## config.mk

```make
export PLATFORM = sky130hd
export DESIGN_NAME = spi_coeff_loader
export DESIGN_NICKNAME = d
export VERILOG_FILES = /design/src/rtl/coeff_pkg.sv /design/src/rtl/spi_sync_edge.sv /design/src/rtl/spi_coeff_loader.sv
export SDC_FILE = /design/constraint.sdc
export NUM_CORES = 1
export LEC_CHECK = 0
export BUFFER_PORTS_ARGS = -buffer_cell sky130_fd_sc_hd__buf_2
export CAP_MARGIN = 5
export CORE_UTILIZATION = 45
export DETAILED_ROUTE_END_ITERATION = 7
export PLACE_DENSITY = 0.62
export SLEW_MARGIN = 10
export SYNTH_ARGS = -nofsm -noshare
export SYNTH_HDL_FRONTEND = slang
export SYNTH_SLANG_ARGS = --single-unit
```

## constraint.sdc

```tcl
create_clock -name clk -period 24.3 [get_ports clk]
set_input_delay 4.86 -clock clk [delete_from_list [all_inputs] [get_ports clk]]
set_output_delay 4.86 -clock clk [all_outputs]
set_load 0.005 [all_outputs]
```

## src/rtl/coeff_pkg.sv

```systemverilog
// Shared types and constants for the SPI biquad coefficient loader.
package coeff_pkg;

    localparam int NUM_COEFF  = 5;
    localparam int HDR_BITS   = 8;
    localparam int DATA_BITS  = NUM_COEFF * 16;
    localparam int FRAME_BITS = HDR_BITS + DATA_BITS;

    localparam logic [1:0]  CMD_WRITE   = 2'b10;
    localparam logic [15:0] COEFF_UNITY = 16'h4000;

    typedef logic signed [15:0] coeff_t;

    typedef struct packed {
        coeff_t b0;
        coeff_t b1;
        coeff_t b2;
        coeff_t a1;
        coeff_t a2;
    } band_coeffs_t;

    typedef enum logic [2:0] {
        ST_IDLE,
        ST_HEADER,
        ST_DATA,
        ST_DONE,
        ST_DISCARD
    } state_t;

    function automatic band_coeffs_t unity_coeffs();
        band_coeffs_t c;
        c    = '0;
        c.b0 = COEFF_UNITY;
        return c;
    endfunction

endpackage

```

## src/rtl/spi_sync_edge.sv

```systemverilog
// Multi-flop synchronizer with a one-flop rise/fall pulse detector.
module spi_sync_edge #(
    parameter int   STAGES  = 2,
    parameter logic RST_VAL = 1'b0
) (
    input  logic clk,
    input  logic reset,
    input  logic din,
    output logic level,
    output logic rise,
    output logic fall
);

    logic [STAGES-1:0] sync;
    logic              prev;

    always_ff @(posedge clk or posedge reset) begin
        if (reset) begin
            sync <= {STAGES{RST_VAL}};
            prev <= RST_VAL;
        end else begin
            sync <= {sync[STAGES-2:0], din};
            prev <= sync[STAGES-1];
        end
    end

    assign level = sync[STAGES-1];
    assign rise  = level & ~prev;
    assign fall  = ~level & prev;

endmodule

```

## src/rtl/spi_coeff_loader.sv

```systemverilog
// SPI mode-0 slave loading biquad coefficient frames into per-band shadow banks.
// Optional status readback on miso is enabled with SPI_COEFF_STATUS_EN.
module spi_coeff_loader
    import coeff_pkg::*;
#(
    parameter int NUM_BANDS   = 3,
    parameter int SYNC_STAGES = 2
) (
    input  logic                         clk,
    input  logic                         reset,
    input  logic                         sclk,
    input  logic                         cs_n,
    input  logic                         mosi,
    output logic                         miso,
    input  logic                         sample_strobe,
    output band_coeffs_t [NUM_BANDS-1:0] coeffs_o,
    output logic                         coeff_update,
    output logic                         frame_err
);

    localparam logic [2:0] NB = 3'(NUM_BANDS);

    logic sclk_lvl, sclk_rise, sclk_fall;
    logic cs_lvl, cs_rise, cs_fall;
    logic mosi_lvl, mosi_rise, mosi_fall;

    spi_sync_edge #(.STAGES(SYNC_STAGES), .RST_VAL(1'b0)) u_sclk (
        .clk(clk), .reset(reset), .din(sclk),
        .level(sclk_lvl), .rise(sclk_rise), .fall(sclk_fall)
    );

    // Resets low so a frame already running at reset release is skipped.
    spi_sync_edge #(.STAGES(SYNC_STAGES), .RST_VAL(1'b0)) u_cs (
        .clk(clk), .reset(reset), .din(cs_n),
        .level(cs_lvl), .rise(cs_rise), .fall(cs_fall)
    );

    spi_sync_edge #(.STAGES(SYNC_STAGES), .RST_VAL(1'b0)) u_mosi (
        .clk(clk), .reset(reset), .din(mosi),
        .level(mosi_lvl), .rise(mosi_rise), .fall(mosi_fall)
    );

    logic unused_edges;
    assign unused_edges = ^{sclk_lvl, cs_lvl, mosi_rise, mosi_fall};

    state_t                 state_q, state_d;
    logic [6:0]             cnt_q;
    logic [HDR_BITS-1:0]    hdr_q;
    logic [1:0]             band_q;
    logic [DATA_BITS-1:0]   stage_q;
    band_coeffs_t           shadow_q [NUM_BANDS];
    logic [NUM_BANDS-1:0]   pending_q;

    logic [HDR_BITS-1:0]    hdr_nxt;
    logic [DATA_BITS-1:0]   stage_nxt;
    logic                   hdr_ok;
    logic                   err_d;
    logic                   load;

    assign hdr_nxt   = {hdr_q[HDR_BITS-2:0], mosi_lvl};
    assign stage_nxt = {stage_q[DATA_BITS-2:0], mosi_lvl};
    assign hdr_ok    = (hdr_nxt[7:6] == CMD_WRITE)
                     && ({1'b0, hdr_nxt[5:4]} < NB);

    always_comb begin
        state_d = state_q;
        err_d   = 1'b0;
        load    = 1'b0;
        if (cs_rise) begin
            state_d = ST_IDLE;
            err_d   = (state_q == ST_HEADER) || (state_q == ST_DATA);
        end else begin
            unique case (state_q)
                ST_IDLE: begin
                    if (cs_fall)
                        state_d = ST_HEADER;
                end
                ST_HEADER: begin
                    if (sclk_rise && cnt_q == 7'(HDR_BITS - 1)) begin
                        if (hdr_ok) begin
                            state_d = ST_DATA;
                        end else begin
                            err_d   = 1'b1;
                            state_d = ST_DISCARD;
                        end
                    end
                end
                ST_DATA: begin
                    if (sclk_rise && cnt_q == 7'(DATA_BITS - 1)) begin
                        load    = 1'b1;
                        state_d = ST_DONE;
                    end
                end
                ST_DONE, ST_DISCARD: begin
                    state_d = state_q;
                end
                default: begin
                    state_d = ST_IDLE;
                end
            endcase
        end
    end

    always_ff @(posedge clk or posedge reset) begin
        if (reset)
            state_q <= ST_IDLE;
        else
            state_q <= state_d;
    end

    always_ff @(posedge clk or posedge reset) begin
        if (reset) begin
            cnt_q   <= '0;
            hdr_q   <= '0;
            band_q  <= '0;
            stage_q <= '0;
        end else begin
            if (state_q != state_d)
                cnt_q <= '0;
            else if (sclk_rise && (state_q == ST_HEADER || state_q == ST_DATA))
                cnt_q <= cnt_q + 7'd1;
            if (sclk_rise && state_q == ST_HEADER) begin
                hdr_q  <= hdr_nxt;
                band_q <= hdr_nxt[5:4];
            end
            if (sclk_rise && state_q == ST_DATA)
                stage_q <= stage_nxt;
        end
    end

    // Commit uses the pending flags as they stood before this edge, so a
    // frame landing on the strobe cycle waits for the following strobe.
    always_ff @(posedge clk or posedge reset) begin
        if (reset) begin
            for (int b = 0; b < NUM_BANDS; b++) begin
                shadow_q[b] <= unity_coeffs();
                coeffs_o[b] <= unity_coeffs();
            end
            pending_q    <= '0;
            coeff_update <= 1'b0;
            frame_err    <= 1'b0;
        end else begin
            for (int b = 0; b < NUM_BANDS; b++) begin
                if (sample_strobe && pending_q[b])
                    coeffs_o[b] <= shadow_q[b];
                if (load && band_q == 2'(b))
                    shadow_q[b] <= band_coeffs_t'(stage_nxt);
                pending_q[b] <= (load && band_q == 2'(b))
                              || (pending_q[b] && !sample_strobe);
            end
            coeff_update <= sample_strobe && (|pending_q);
            frame_err    <= err_d;
        end
    end

`ifdef SPI_COEFF_STATUS_EN
    logic       err_sticky;
    logic [7:0] st_sr;
    logic [3:0] st_cnt;
    logic [3:0] pend4;
    logic [7:0] status;
    logic       start_st;
    logic       unused_pend;

    assign pend4       = 4'(pending_q);
    assign unused_pend = pend4[3];
    assign status      = {1'b1, err_sticky, 3'b000, pend4[2:0]};
    assign start_st    = (state_q == ST_IDLE) && cs_fall && !cs_rise;

    always_ff @(posedge clk or posedge reset) begin
        if (reset) begin
            miso       <= 1'b0;
            st_sr      <= '0;
            st_cnt     <= '0;
            err_sticky <= 1'b0;
        end else begin
            if (start_st) begin
                miso   <= status[7];
                st_sr  <= {status[6:0], 1'b0};
                st_cnt <= 4'd7;
            end else if (cs_rise) begin
                miso   <= 1'b0;
                st_cnt <= '0;
            end else if (sclk_fall) begin
                if (st_cnt != 4'd0) begin
                    miso   <= st_sr[7];
                    st_sr  <= {st_sr[6:0], 1'b0};
                    st_cnt <= st_cnt - 4'd1;
                end else begin
                    miso <= 1'b0;
                end
            end
            if (err_d)
                err_sticky <= 1'b1;
            else if (sclk_fall && !start_st && !cs_rise && st_cnt == 4'd1)
                err_sticky <= 1'b0;
        end
    end
`else
    assign miso = 1'b0;
`endif

endmodule
```

==> results.md, run 1 <==
* Status: finished clean
* Num Clock Sinks at 589
* Reg clk slew, reported paths at 0.06 ns
* CP Launch Type: primary input
* Iter 0 DRT Violations at ~580
* Share of flip-flops with an asynchronous set or reset at between 90% and 100%
* Post-DP HPWL at 26.5 mm
* Commonest cells in the netlist: 583 x dfrtp_1, 487 x mux2_2, 79 x mux2_1
* Number of port buffers at 247
* Period utilization at between 30% and 40%
* DR pass1 iterations at 4
* Diode count at 0
* CTS tree: built
* Mapped Nets at around 1300
* Synth unique cells at 40
* Layer with the highest usage: met2
* Worst-Skew Late Latency at 0.61 ns
* Largest net degree at the start of global routing at 189
* Die width at about 220 µm
* Global-route met3 utilization at 4.25%
* Clock share of power at between 40% and 50%
* Fin crit period at 7.58 ns
* Layout area overhead at 17.7%
* Post-route cell area at roughly 26000 µm²
* Final hold violation count at 0
* Slew Limit Headroom at 22.7%
* Synth warnings at 0
* Die ar. at 49800 µm²
* Drt wl/cell at approximately 20 µm
* Hold Slack at 0.352 ns
* Int Pwr at ~1600 µW
* Comb pwr share at ~1.5%
* Critical path type: primary input to asynchronous set/reset pin
* CP Capture Type: asynchronous set/reset pin
* Switching Share at between 20 and 25%
* RR Endpoint: shadow_q[120]$_DFFE_PP0P_
* Fill cells at roughly 3900
* Most numerous cell in the Yosys netlist: dfrtp_1
* Placed insts at 2103
* WHS Endpoint: u_mosi.sync[1]$_DFF_PP0_
* Vias at between 10000 and 15000
* Final Core Density at 54.0%
* PostCTS Resize Cnt at 0
* Chip height at 223 µm
* # setup viols final at 0
* Worst Tran Pin Value at 1.16 ns
* Global route overflow at 0
* Grt met1 use at a little over a quarter
* WP data required at about 25 ns
* Post-synth EDFFs at 0
* Drc violations at 0
* Register area share after synthesis at between 60% and 70%
* Synthesized area at 22000 µm²
* Top-area cell type share of the netlist area at 66.3%
* Worst R2R Start: cnt_q[5]$_DFFE_PP0P_
* CTS Buffer Depth at 3
* Setup TNS at 0 ns
* # hold bufs at CTS at 0
* Finished Layout Cells at between 2000 and 2500
* Area leader, netlist: dfrtp_1
* Yosys reg bits at slightly below 600
* Postcts setup bufs at 0
* PD cells at between 70 and 80 nW/µm²
* Synth Instances at between 1000 and 1500
* Final #Nets at between 1500 and 2000
* NetSw at roughly 400 µW
* Deepest level of the CTS H-tree at 2
* Synthesized area per cell at between 15 and 20 µm²
* Area post-placement at roughly 24000 µm²
* First-pass GRT wire length at just over 70 mm
* RSZ-0062 raised after global routing: no
* I/O pin total at about 250
* Routed Antenna Nets at 0
* Reg2reg path depth at 6
* Gr usage total at about 18%
* Setup Skew at roughly 0.023 ns
* WHS Path Cells at 0
* Slew Limit Fails at 0
* Reg2reg setup slack at between 20 and 25 ns
* Vias in the first global route at ~12000
* Max VDD drop at between 50 and 60 µV
* RD Place Congestion at just over 0.7
* Core ar. at ~48000 µm²
* Antenna violations before repair at 1
* CTS Buf Count at a little under 60
* Hold path start: u_mosi.sync[0]$_DFF_PP0_
* Starting density of the core at a little under half
* CP max FO at roughly 120
* Max-Cap Viols at 0
* Synth area leaders: dfrtp_1 66%, mux2_2 25%, mux2_1 4.0%
* Flop pwr share at between 50% and 60%
* Max Clk Rate at 132 MHz
* Site Rows at 80
* Root Buffer: clkbuf_16
* Leak Pwr at roughly 0.014 µW
* GRT met2 Usage at between 20% and 30%
* HP Class: register to register
* Vias per cell at just over 5
* Routed WL at 44.8 mm
* Worst path arrival time at 8.20 ns
* Ys flop type: dfrtp_1
* Proportion of layout cells with a drive suffix above 1 at a little over half
==> cells by family after synthesis <==
group	count (synthesis)	share of synthesized area [%]
DFF	589	67.1
xor gates and xnor gates	7	0.279
and+or+nand+nor	39	1.20
buffers and inverters	66	1.87
other	1	0.0171
adders and majority gates	1	0.0569
muxes	567	29.0
AOI/OAI and AO/OA	19	0.489
==> metrics by stage <==
stage | setup WS (ns) | total power [µW]
floorplan | 2.97 | 1030
global placement | 15.92 | 1040
detailed placement | 15.83 | 1040
CTS | 16.52 | 2010
global route | 16.11 | 2060
finish | 16.72 | 1980
==> worst max-delay path, cell delays in order <==
cell,delay (ns)
buf_2,0.13
inv_8,0.56
buf_4,0.91
buf_4,0.78
buf_4,0.81
==> cell usage in the layout (no fill, tap or decap), types with 2 or more instances in the layout <==
| master | instances |
|---|---|
| a21o_1 | 3 |
| nor2b_1 | 2 |
| nand2_4 | 4 |
| dfstp_2 | 6 |
| buf_4 | 14 |
| bufinv_16 | 7 |
| inv_1 | 2 |
| xor2_1 | 5 |
| a21oi_1 | 12 |
| dfrtp_1 | 583 |
| mux2_2 | 487 |
| mux2_1 | 79 |
| and3_1 | 2 |
| xnor2_1 | 2 |
| nand2_1 | 7 |
| clkbuf_16 | 60 |
| nor2_1 | 3 |
| nand3_1 | 2 |
| buf_2 | 247 |
| clkbuf_8 | 20 |
| nand2b_1 | 2 |
| clkbuf_1 | 12 |
| clkinv_2 | 10 |
| nor3b_2 | 5 |
==> layer usage <==
layer  share of wire [%]  vias to the layer above
li1                    -                     5085
met1                  47                     6131
met2                  46                      190
met3                 5.0                       60
met4                 1.8                        0
met5                   0                        -
==> power groups by stage <==
stage	Sequential, µW	Clock, µW	Combinational [µW]
finish	993	960	30.7
CTS	993	989	32.5
global route	993	1030	36.4
floorplan	1010	0	23.9
detailed placement	1010	0	32.4
global placement	1010	0	31.3
==> sequential cells by signal, summed over array words and instances (netlist names) <==
name          flops
u_cs.prev         1
u_sclk.prev       1
pending_q         3
frame_err         1
u_mosi.sync       2
shadow_q        240
coeffs_o        240
cnt_q             7
state_q           3
coeff_update      1
u_sclk.sync       2
hdr_q             7
stage_q          79
u_cs.sync         2
==> how the worst max path moves through the flow <==
stage	to	slack [ns]	cells after the start	startpoint
detailed placement	coeffs_o[134]$_DFFE_PP0P_	15.83	5	reset
CTS	coeffs_o[134]$_DFFE_PP0P_	16.52	5	reset
global route	shadow_q[53]$_DFFE_PP0P_	16.11	5	reset
floorplan	cnt_q[0]$_DFFE_PP0P_	2.97	1	reset
global placement	coeffs_o[134]$_DFFE_PP0P_	15.92	5	reset
finish	coeffs_o[212]$_DFFE_PP0P_	16.72	5	reset
==> area by class of cell <==
class	instances	area (µm²)	share of cell area, %
clock buffers	92	1820	7.04
multi-input cells	634	6870	26.6
repair buffers	262	1360	5.26
flip-flops and latches	589	14700	57.0
inverters	3	18.8	0.0725
clock inverters	20	293	1.13
well taps	615	769	2.97
No activity file was read; power rests on OpenSTA's default activity.
==> inputs of run 2 (changes only) <==
==> constraint.sdc (replaced) <==
create_clock -name clk -period 7.3 [get_ports clk]
set_input_delay 1.46 -clock clk [delete_from_list [all_inputs] [get_ports clk]]
set_output_delay 1.46 -clock clk [all_outputs]
set_load 0.005 [all_outputs]
==> run 2 against run 1 <==
Net effect: clock power rose to 3.1 times the previous value; non-clock buffer count increased by 1; final cell count decreased by 0.18%; first-iteration DRC count fell by 5.2%.
==> results.md, run 2 (same netlist as run 1, synthesis figures left out) <==
* Vias in the first global route at 12200 (was 12100)
* Crit-path leading delay family: simple AND/OR/NAND/NOR gates (was buffers and inverters)
* Core ar. at 47900 µm² (unchanged)
* Slowest stage delay, CP at 0.63 ns (was 0.91 ns)
* Most frequent cell on the critical path: buf_4 (unchanged)
* Starting density of the core at 45.9% (unchanged)
* Area post-placement at 23800 µm² (about the same)
* Fin crit period at about 3.5 ns
* Placed insts at 2104 (was 2103)
* Drt wl/cell at 20.3 µm (was 20.2 µm)
* Deepest level of the CTS H-tree at 2 (unchanged)
* Finished Layout Cells at 2211 (was 2215)
* Worst R2R Start: cnt_q[5]$_DFFE_PP0P_ (unchanged)
* Fill cells at 3997 (was 3918)
* Most frequent cells in the layout: 583 x dfrtp_1, 487 x mux2_2, 247 x buf_2 (unchanged)
* Leak Pwr at 0.0141 µW (was 0.0142 µW)
* First-pass GRT wire length at 71.7 mm (was 71.2 mm)
* Max Clk Rate at between 200 and 300 MHz
* Routed WL at 44.8 mm (about the same)
* Slew Limit Headroom at 32.4% (was 22.7%)
* CTS tree: built (unchanged)
* Global route overflow at 0 (unchanged)
* Multi-input logic area at 6870 µm² (unchanged)
* Iter 0 DRT Violations at 546 (was 576)
* Max VDD drop at 161 µV (was 53.3 µV)
* RR Endpoint: shadow_q[36]$_DFFE_PP0P_ (was shadow_q[120]$_DFFE_PP0P_)
* PD cells at 248 nW/µm² (was 76.7 nW/µm²)
* Crit. Startpoint: cnt_q[5]$_DFFE_PP0P_ (was reset)
* CP max stage cell: nor3b_2 (was buf_4)
* PostCTS Resize Cnt at 0 (unchanged)
* Reg2reg setup slack at 3.77 ns (was 21.59 ns)
* Max-Cap Viols at 0 (unchanged)
* RSZ-0062 raised after global routing: no (unchanged)
* Commonest non-fill, non-tap cell in the layout: dfrtp_1 (unchanged)
* Final #Nets at 1557 (was 1556)
* Stages on worst setup path at 7 (was 5)
* CTS Buf Count at 59 (unchanged)
* # hold bufs at CTS at 0 (unchanged)
* Number of port buffers at 247 (unchanged)
* Site Rows at 80 (unchanged)
* Cell chain of the critical path: nor4b_2 -> and2b_1 -> nand4_2 -> nor3b_2 -> buf_4 -> buf_4 -> mux2_2 (was buf_2 -> inv_8 -> buf_4 -> buf_4 -> buf_4)
* Drc violations at 0 (unchanged)
* Power, Total at 6370 µW (was 1980 µW)
* Worst setup margin at 3.77 ns (was 16.72 ns)
* WP data required at 7.77 ns (was 24.92 ns)
* Die ar. at 49800 µm² (unchanged)
* CP max FO at 43 (was 118)
* Diode count at 0 (unchanged)
* Gr usage total at 18.6% (was 18.4%)
* Postcts setup bufs at 0 (unchanged)
* WHS Path Cells at 0 (unchanged)
* Place WS at 3.66 ns (was 15.83 ns)
* Final Core Density at 53.6% (was 54.0%)
* Post-route cell area at 25700 µm² (was 25900 µm²)
* CP endpoint: shadow_q[36]$_DFFE_PP0P_ (was coeffs_o[212]$_DFFE_PP0P_)
* Status: finished clean (unchanged)
* Critical path type: register to register (was primary input to asynchronous set/reset pin)
* Reg2reg path depth at 7 (was 6)
* CP bufs+invs at 2 (was 5)
* Reg clk slew, reported paths at 0.06 ns (about the same)
* Worst-Skew Late Latency at 0.59 ns (was 0.61 ns)
* CP Capture Type: register (was asynchronous set/reset pin)
* Post-DP HPWL at 27.4 mm (was 26.5 mm)
* Chip height at 223 µm (unchanged)
* Regs by FF count: coeffs_o (240), shadow_q (240), stage_q (79) (unchanged)
* Period utilization at between 40% and 50%
* Largest net degree at the start of global routing at 182 (was 189)
* Antenna violations before repair at 0 (was 1)
* I/O pin total at 249 (unchanged)
* Vias per cell at 5.15 (was 5.18)
* Layout area overhead at 16.9% (was 17.7%)
* Proportion of layout cells with a drive suffix above 1 at 53.5% (was 54.3%)
* Register area at 14700 µm² (unchanged)
* CP Launch Type: register (was primary input)
* HP Class: register to register (unchanged)
* Die width at 223 µm (unchanged)
* Vias at 11400 (was 11500)
* Worst path arrival time at 4.00 ns (was 8.20 ns)
* Num Clock Sinks at 589 (unchanged)
* DR pass1 iterations at 4 (unchanged)
* Final hold violation count at 0 (unchanged)
* Worst Tran Pin Value at 1.01 ns (was 1.16 ns)
* Root Buffer: clkbuf_16 (unchanged)
* # setup viols final at 0 (unchanged)
* Slew Limit Fails at 0 (unchanged)
* RD Place Congestion at 0.739 (was 0.716)
* Routed Antenna Nets at 0 (unchanged)
* CTS Buffer Depth at 3 (unchanged)
* Setup Skew at 0.00852 ns (was 0.0232 ns)
-- run 2: worst min-delay path by stage --
stage,endpoint,slack (ns),start
after floorplan,u_cs.sync[1]$_DFF_PP0_,0.33,u_cs.sync[0]$_DFF_PP0_
after global placement,u_mosi.sync[1]$_DFF_PP0_,0.33,u_mosi.sync[0]$_DFF_PP0_
after detailed placement,u_mosi.sync[1]$_DFF_PP0_,0.33,u_mosi.sync[0]$_DFF_PP0_
after CTS,u_mosi.sync[1]$_DFF_PP0_,0.35,u_mosi.sync[0]$_DFF_PP0_
after global routing,u_sclk.sync[1]$_DFF_PP0_,0.37,u_sclk.sync[0]$_DFF_PP0_
final,u_mosi.sync[1]$_DFF_PP0_,0.35,u_mosi.sync[0]$_DFF_PP0_
-- run 2: area by class of cell --
type                    instances  share of cell area [%]
clock buffers                  95                    6.86
clock inverters                12                   0.550
inverters                       3                  0.0584
multi-input cells             634                    26.7
flip-flops and latches        589                    57.4
well taps                     615                    2.99
repair buffers                263                    5.42
-- run 2: layer usage --
metal  vias up  global-route usage [%]  routed length, µm
met5         -                       0                  0
met4         0                    5.07                832
met3        61                    4.33               2280
met2       202                    29.0              20900
met1      6042                    26.1              20800
li1       5089                       -                  -
-- run 2: where the power goes --
part           switching, µW  internal, µW
sequential              20.6          3290
combinational           78.1          27.1
clock                   1210          1750
-- run 2: worst register-to-register path: stages, from the launching register on --
cell	delay [ns]
dfrtp_1	0.41
nor4b_2	0.35
and2b_1	0.20
nand4_2	0.17
nor3b_2	0.63
buf_4	0.57
buf_4	0.64
mux2_2	0.43
-- run 2: metrics by stage --
step	hold slack, ns	TNS, ns
after detailed placement	0.335	0
after CTS	0.348	0
after global routing	0.369	0
after floorplan	0.331	-1273.54
after global placement	0.333	0
final	0.347	0
